$ cat config.mk
export PLATFORM = sky130hd
export DESIGN_NAME = logic_unit_pipe
export DESIGN_NICKNAME = d
export VERILOG_FILES = /design/src/rtl/logic_unit_pkg.sv /design/src/rtl/logic_unit_comb.sv /design/src/rtl/logic_unit_pipe.sv
export SDC_FILE = /design/constraint.sdc
export NUM_CORES = 1
export LEC_CHECK = 0
export CAP_MARGIN = 20
export CORE_MARGIN = 1.5
export CORE_UTILIZATION = 43
export CTS_BUF_LIST = sky130_fd_sc_hd__clkbuf_4
export CTS_CLUSTER_DIAMETER = 120
export DETAILED_ROUTE_END_ITERATION = 8
export HOLD_SLACK_MARGIN = 0.12
export PLACE_DENSITY = 0.79
export SLEW_MARGIN = 15
export SYNTH_ARGS = -nofsm -noshare
export SYNTH_HDL_FRONTEND = slang
export SYNTH_HIERARCHICAL = 1
export SYNTH_SLANG_ARGS = --single-unit
export TNS_END_PERCENT = 1
$ cat constraint.sdc
create_clock -name clk -period 2.2 [get_ports clk]
set_clock_uncertainty 0.05 [all_clocks]
set_input_delay 0.66 -clock clk [delete_from_list [all_inputs] [get_ports clk]]
set_output_delay 0.66 -clock clk [all_outputs]
set_load 0.005 [all_outputs]
$ cat src/rtl/logic_unit_pkg.sv
// Shared types and constants for the registered bitwise logic unit.
// LOGIC_UNIT_PIPE_COUNT_EN sizes its optional beat counter from LU_COUNT_W.
package logic_unit_pkg;

  typedef enum logic [2:0] {
    LU_NAND   = 3'd0,
    LU_AND    = 3'd1,
    LU_OR     = 3'd2,
    LU_NOR    = 3'd3,
    LU_XOR    = 3'd4,
    LU_XNOR   = 3'd5,
    LU_NOT_A  = 3'd6,
    LU_PASS_A = 3'd7
  } lu_op_t;

  localparam int unsigned LU_COUNT_W = 16;

endpackage

$ cat src/rtl/logic_unit_comb.sv
// Purely combinational bitwise function f(A, B, op) of parametrised width.
module logic_unit_comb
  import logic_unit_pkg::*;
#(
  parameter int unsigned WIDTH = 8
) (
  input  logic [WIDTH-1:0] a_i,
  input  logic [WIDTH-1:0] b_i,
  input  lu_op_t           op_i,
  output logic [WIDTH-1:0] y_o
);

  always_comb begin
    y_o = '0;
    unique case (op_i)
      LU_NAND:   y_o = ~(a_i & b_i);
      LU_AND:    y_o = a_i & b_i;
      LU_OR:     y_o = a_i | b_i;
      LU_NOR:    y_o = ~(a_i | b_i);
      LU_XOR:    y_o = a_i ^ b_i;
      LU_XNOR:   y_o = ~(a_i ^ b_i);
      LU_NOT_A:  y_o = ~a_i;
      LU_PASS_A: y_o = a_i;
      default:   y_o = '0;
    endcase
  end

endmodule

$ cat src/rtl/logic_unit_pipe.sv
// Registered bitwise logic unit with accumulator operand and valid/ready on both sides.
// Defining LOGIC_UNIT_PIPE_COUNT_EN adds a saturating beat_count output.
module logic_unit_pipe
  import logic_unit_pkg::*;
#(
  parameter int unsigned WIDTH = 8
) (
  input  logic                  clk,
  input  logic                  rst,
  input  logic                  in_valid,
  output logic                  in_ready,
  input  logic [WIDTH-1:0]      inA,
  input  logic [WIDTH-1:0]      inB,
  input  logic [2:0]            op,
  input  logic                  acc_sel,
  input  logic                  acc_clr,
  output logic                  out_valid,
  input  logic                  out_ready,
  output logic [WIDTH-1:0]      outY,
  output logic                  zero,
  output logic                  ones
`ifdef LOGIC_UNIT_PIPE_COUNT_EN
  ,
  output logic [LU_COUNT_W-1:0] beat_count
`endif
);

  logic [WIDTH-1:0] acc_q, acc_d;
  logic [WIDTH-1:0] y_q, y_d;
  logic             valid_q, valid_d;
  logic             zero_q, zero_d;
  logic             ones_q, ones_d;
  logic [WIDTH-1:0] a_eff;
  logic [WIDTH-1:0] res;
  logic             in_fire;
  logic             out_fire;

  assign in_ready = !valid_q | out_ready;
  assign in_fire  = in_valid & in_ready;
  assign out_fire = valid_q & out_ready;

  // The accumulator updates at accept time, so chained beats see it before downstream consumes.
  always_comb begin
    a_eff = inA;
    if (acc_clr) begin
      a_eff = '0;
    end else if (acc_sel) begin
      a_eff = acc_q;
    end
  end

  logic_unit_comb #(
    .WIDTH(WIDTH)
  ) u_comb (
    .a_i (a_eff),
    .b_i (inB),
    .op_i(lu_op_t'(op)),
    .y_o (res)
  );

  always_comb begin
    acc_d   = acc_q;
    y_d     = y_q;
    valid_d = valid_q;
    zero_d  = zero_q;
    ones_d  = ones_q;
    if (in_fire) begin
      acc_d   = res;
      y_d     = res;
      valid_d = 1'b1;
      zero_d  = (res == '0);
      ones_d  = (res == '1);
    end else if (out_fire) begin
      valid_d = 1'b0;
    end
  end

  always_ff @(posedge clk or posedge rst) begin
    if (rst) begin
      acc_q   <= '0;
      y_q     <= '0;
      valid_q <= 1'b0;
      zero_q  <= 1'b1;
      ones_q  <= 1'b0;
    end else begin
      acc_q   <= acc_d;
      y_q     <= y_d;
      valid_q <= valid_d;
      zero_q  <= zero_d;
      ones_q  <= ones_d;
    end
  end

  assign out_valid = valid_q;
  assign outY      = y_q;
  assign zero      = zero_q;
  assign ones      = ones_q;

`ifdef LOGIC_UNIT_PIPE_COUNT_EN
  logic [LU_COUNT_W-1:0] cnt_q, cnt_d;

  // Clear beats take priority over a coincident out_fire increment.
  always_comb begin
    cnt_d = cnt_q;
    if (in_fire && acc_clr) begin
      cnt_d = '0;
    end else if (out_fire && (cnt_q != '1)) begin
      cnt_d = cnt_q + 1'b1;
    end
  end

  always_ff @(posedge clk or posedge rst) begin
    if (rst) begin
      cnt_q <= '0;
    end else begin
      cnt_q <= cnt_d;
    end
  end

  assign beat_count = cnt_q;
`endif

endmodule

After elaboration in Yosys (flattened, before gate mapping)
Cells that the tools add are included.
- bitwise operators: 10
- reductions and logical operators: 4
- equal/unequal tests: 8
- mux-type cells: 5
- operators with widths (cell ; count):
    one-hot mux 8 bit (8 select lines) ; 1
    NOT 8 bit ; 4
    2-to-1 mux 8 bit ; 2
    equality test 3 bit (second input constant) ; 4
    bitwise AND 8 bit ; 1
    equality test 8 bit (second input constant) ; 1
    logical NOT 8 bit ; 1
    OR 8 bit ; 1
    XOR 8 bit ; 1
    equality test 3 x 2 -> 1 bit (second input constant) ; 2
    equality test 3 x 1 -> 1 bit (second input constant) ; 1
    logical NOT 3 bit ; 1
    bitwise AND 1 bit ; 2
    2-to-1 mux 1 bit ; 2
    nonzero test 2 bit ; 1
    logical NOT 1 bit ; 1
    OR 1 bit ; 1
- logic and storage cells: 31
- output and inout bits: 12
- input bits: 25
- bits in registers: 11

Longest topological paths before layout
- depth in word-level cells: 6
- mapped depth: 11

Modules after synthesis
Netlist, hierarchy kept.
- by module, submodules not included (module ; times used ; area an instance (um^2) ; cells each):
    logic_unit_pipe ; 1 ; 578.1 ; 49
    logic_unit_comb ; 1 ; 566.8 ; 59

Worst setup path after synthesis
No wires, ideal clock.
- path kind: input to register
- from: in acc_sel
- to: reg zero_q (netlist: zero)
- buffers on the path: 1
- setup slack: -0.514 ns
- arrival time: 2.606 ns
- cell stages on the path: 11
- required time: 2.092 ns
- library setup time: 0.058 ns
- cells stage by stage: buf_2 mux2i_1 nor2_1 inv_1 ha_1 inv_1 mux4_2 xnor2_1 nor4_1 nand4_1 a21bo_2
- cells in the longest elaborated chain, start to end: 6
- elaborated cells on any way between the ends: 11
- classes of those cells: mux: 3; bitwise: 7; reduce/logical: 1
- RTL lines (what ; RTL line ; text):
    start: declaration ; logic_unit_pipe.sv:15 ; input logic acc_sel,
    2-to-1 mux 8 bit (*) ; logic_unit_pipe.sv:47 ; end else if (acc_sel) begin
    2-to-1 mux 8 bit (*) ; logic_unit_pipe.sv:45 ; if (acc_clr) begin
    via a_eff[7] ; logic_unit_pipe.sv:33 ; logic [WIDTH-1:0] a_eff;
    XOR 8 bit (tied with other cells) ; logic_unit_comb.sv:20, logic_unit_comb.sv:21 ;
    NOT 8 bit, on equally long branches ; logic_unit_comb.sv:21, logic_unit_comb.sv:16, logic_unit_comb.sv:19 ;
    one-hot mux 8 bit (8 select lines) (*) ; logic_unit_comb.sv:15 ; unique case (op_i)
    via res[7] ; logic_unit_pipe.sv:34 ; logic [WIDTH-1:0] res;
    logical NOT 8 bit (*) ; logic_unit_pipe.sv:71 ; zero_d = (res == '0);
    end signal: assignment ; logic_unit_pipe.sv:89 ; zero_q <= zero_d;
    end: declaration ; logic_unit_pipe.sv:31 ; logic zero_q, zero_d;
Mark *: on every way through the listed nets, which the timed path passes. The rest lies on a longest branch.
A chain may end at the register's enable or synchronous reset.

Worst setup path in the final report
- from: in inB[1]
- to: reg zero_q (netlist: zero)
- cells in the longest elaborated chain, start to end: 4
- elaborated cells on any way between the ends: 8
- classes of those cells: mux: 1; bitwise: 6; reduce/logical: 1
- RTL lines (what ; RTL line ; text):
    start: declaration ; logic_unit_pipe.sv:13 ; input logic [WIDTH-1:0] inB,
    XOR 8 bit (tied with other cells) ; logic_unit_comb.sv:20, logic_unit_comb.sv:21 ;
    NOT 8 bit, on equally long branches ; logic_unit_comb.sv:21, logic_unit_comb.sv:16, logic_unit_comb.sv:19 ;
    one-hot mux 8 bit (8 select lines) (*) ; logic_unit_comb.sv:15 ;
    via res[1] ; logic_unit_pipe.sv:34 ;
    logical NOT 8 bit (*) ; logic_unit_pipe.sv:71 ;
Marked as above.

==> flow_metrics.env <==
export IMPL_outcome="finished with violations"
export IMPL_violations="setup timing"
export IMPL_critPathMaxStageDelay_ns=0.51
export IMPL_synth_area_leaders="dfrtp_1, ha_1, mux4_2"
export IMPL_ys_ff_latch=11
export IMPL_place_congestion=0.779
export IMPL_cpMaxStageDelayCell="clkdlybuf4s50_1"
export IMPL_ys_top_cells_by_count="inv_1, ha_1, dfrtp_1"
export IMPL_post_synth_num_cell_types=19
export IMPL_report_final_slew_viol_count=0
export IMPL_syn_nets=149
export IMPL_placed_cells=187
export IMPL_dr_max_layer_used="met4"
export IMPL_route_met3_wl_um=135
export IMPL_fp_dieH_um=54.6
export IMPL_avgSynthCellArea_um2=10.6
export IMPL_fin_nets=214
export IMPL_grtUsageTotal_pct=24.4
export IMPL_tightest_slew_ns=0.465
export IMPL_met2WireLength_um=1810
export IMPL_drive_gt1_share_pct=43.6
export IMPL_post_dp_cell_area_um2=1680
export IMPL_p_leak_nw=0.974
export IMPL_drc=0
export IMPL_p_per_area_nw_per_um2=565
export IMPL_die_area_um2=2980
export IMPL_wl_per_cell_um=16.7
export IMPL_fin_cells=202
export IMPL_ir_drop_mv=0.414
export IMPL_ant_nets=0
export IMPL_critical_path_startpoint_type="input port"
export IMPL_synth_top_flop_cell="dfrtp_1"
export IMPL_drt_iter0_drc=16
export IMPL_rsz0062_at_grt="true"
export IMPL_synth_edf_count=0
export IMPL_syn_cell_area_um2=1140
export IMPL_dpl_hpwl_um=2210
export IMPL_synth_top_area_share_pct=21.9
export IMPL_dp_slack_ns=-1.13
export IMPL_io_buffer_count=36
export IMPL_overflow=0
export IMPL_crit_path_end_kind="register"
export IMPL_syn_to_final_growth_pct=70.5
export IMPL_maxCapViolations=0
export IMPL_hold_viol_final=0
export IMPL_htree_levels=1
export IMPL_core_area_um2=2500
export IMPL_cts_buffers=3
export IMPL_start_util_pct=45.8
export IMPL_wl_um=3370
export IMPL_synth_most_common_cell="inv_1"
export IMPL_path_clk_slew_ns=0.08
export IMPL_slew_headroom_pct=69.0
export IMPL_crit_arrival_ns=2.76
export IMPL_drt_pass1_iterations=4
export IMPL_worstPathCellList="clkdlybuf4s50_1 -> inv_1 -> ha_4 -> inv_2 -> mux4_2 -> xnor2_2 -> nor4_2 -> nand4_1 -> a21bo_2"
export IMPL_vias=1036
export IMPL_layout_min_cycle_time_ns=2.58
export IMPL_fin_ws_ns=-0.384
export IMPL_grt_max_degree=12
export IMPL_hold_class="register to register"
export IMPL_fp_row_count=18
export IMPL_synth_warnings=6
export IMPL_first_global_vias=1102
export IMPL_nFillCells=149
export IMPL_cp_required_ns=2.37
export IMPL_async_flop_share_pct=100
export IMPL_antenna_cells=0
export IMPL_path_max_fanout=3
export IMPL_cts_tree="done"
export IMPL_final_period_utilization_pct=117
export IMPL_cts_max_path_buffers=2
export IMPL_clk_latency_ns=0.28
export IMPL_cts_num_sinks=11
export IMPL_vias_per_cell=5.13
export IMPL_cts_root_buf="clkbuf_4"
export IMPL_synthCells=108
export IMPL_path_class="input port to register"
export IMPL_die_w_um=54.6
export IMPL_synth_top_area_cell="dfrtp_1"
export IMPL_met1_length_um=1330
export IMPL_setup_viol=10
export IMPL_antenna_found_initial=0
export IMPL_fin_area_um2=1950
export IMPL_io_pins=37
export IMPL_synth_seq_area_share_pct=24.2
export IMPL_grt_pass1_wl_um=4990
export IMPL_fmaxAchievable_ghz=0.387
[cell families (layout without fill, tap and decap cells)]
kind of cell / Yosys count / after routing / synth area share, %
AOI/OAI and AO/OA: 1 / 1 / 0.874
xor gates and xnor gates: 8 / 8 / 6.12
adders and majority gates: 16 / 16 / 17.5
buffers and inverters: 30 / 94 / 11.3
DFF: 11 / 11 / 24.2
muxes: 25 / 25 / 31.6
and+or+nand+nor: 17 / 17 / 8.52
[worst max-delay path: cells and delay by family]
| family | cells | cell delay (ns) |
|---|---|---|
| AO/OA/AOI/OAI | 1 | 0.19 |
| XOR/XNOR | 1 | 0.17 |
| adder cells (fa/ha/maj) | 1 | 0.28 |
| buffers and inverters | 3 | 0.63 |
| multiplexers | 1 | 0.48 |
| AND/OR/NAND/NOR | 2 | 0.35 |
[placed cells by master (no fill, tap or decap), types with 3 or more instances in the layout]
master           synthesis  final
ha_4                     0      3
inv_1                   25     22
mux2i_1                  8      8
ha_1                    16     13
nor2_2                   0      3
clkbuf_4                 0      4
mux2_2                   9      9
xnor2_4                  0      3
clkdlybuf4s50_1          0     23
dlygate4sd2_1            0      6
nand4_1                  3      3
dfrtp_1                 10     10
buf_12                   0      3
dlymetal6s2s_1           0      4
mux4_2                   8      8
xnor2_2                  0      5
nor2_1                   9      6
inv_2                    0      3
buf_4                    0     26
[final cells by class]
class                      count  area [um2]  share of cell area, %
multi-input combinational     67         900                   46.1
timing repair buffer          65         614                   31.5
sequential                    11         277                   14.2
inverter                      25        93.8                   4.81
tap                           30        37.5                   1.92
clock buffer                   4        30.0                   1.54
[per-layer routing]
layer / vias to the layer above / track usage, %
met1: 501 / 29.4
li1: 488 / -
met2: 38 / 41.9
met3: 9 / 4.37
met5: - / 0
met4: 0 / 10.8
[report_power, final]
group / switching [mW] / internal [mW] / leakage, nW
clock network: 0.0796 / 0.0827 / 0.0184
logic: 0.259 / 0.400 / 0.827
registers: 0.0324 / 0.250 / 0.128
[registers in the layout, summed over array words and instances (netlist names)]
signal,count
ones,1
zero,1
outY,8
out_valid,1
[metrics by stage]
step	total power, mW	hold WS [ns]	utilization (%)	TNS, ns
after global routing	1.17	0.505	78.1	-2.74
final	1.10	0.480	78.1	-2.19
after global placement	0.777	0.472	67.0	-8.53
after CTS	1.03	0.480	73.9	-2.71
after detailed placement	0.799	0.463	67.0	-9.20
after floorplan	0.524	0.454	-	-2.62
[what timing repair did]
action | 4_1_cts | 5_1_grt
hold buffers | 0 | 0
resized for setup | 26 | 20
pin swaps | 24 | 15
buffers inserted | 9 | 3
endpoints found under the setup margin | 11 | 11
[final timing paths]
kind	start	end	slack [ns]	depth (start not counted)
worst max-delay path	inB[1]	zero	-0.38	9
worst min-delay path	ones	ones	0.48	1
worst max register to register	outY[0]	zero	-0.15	10
worst min register to register	ones	ones	0.48	1
max in group asynchronous	rst	zero	1.11	2
min in group asynchronous	rst	out_valid	0.63	2
Power figures use the tool's default switching activity.
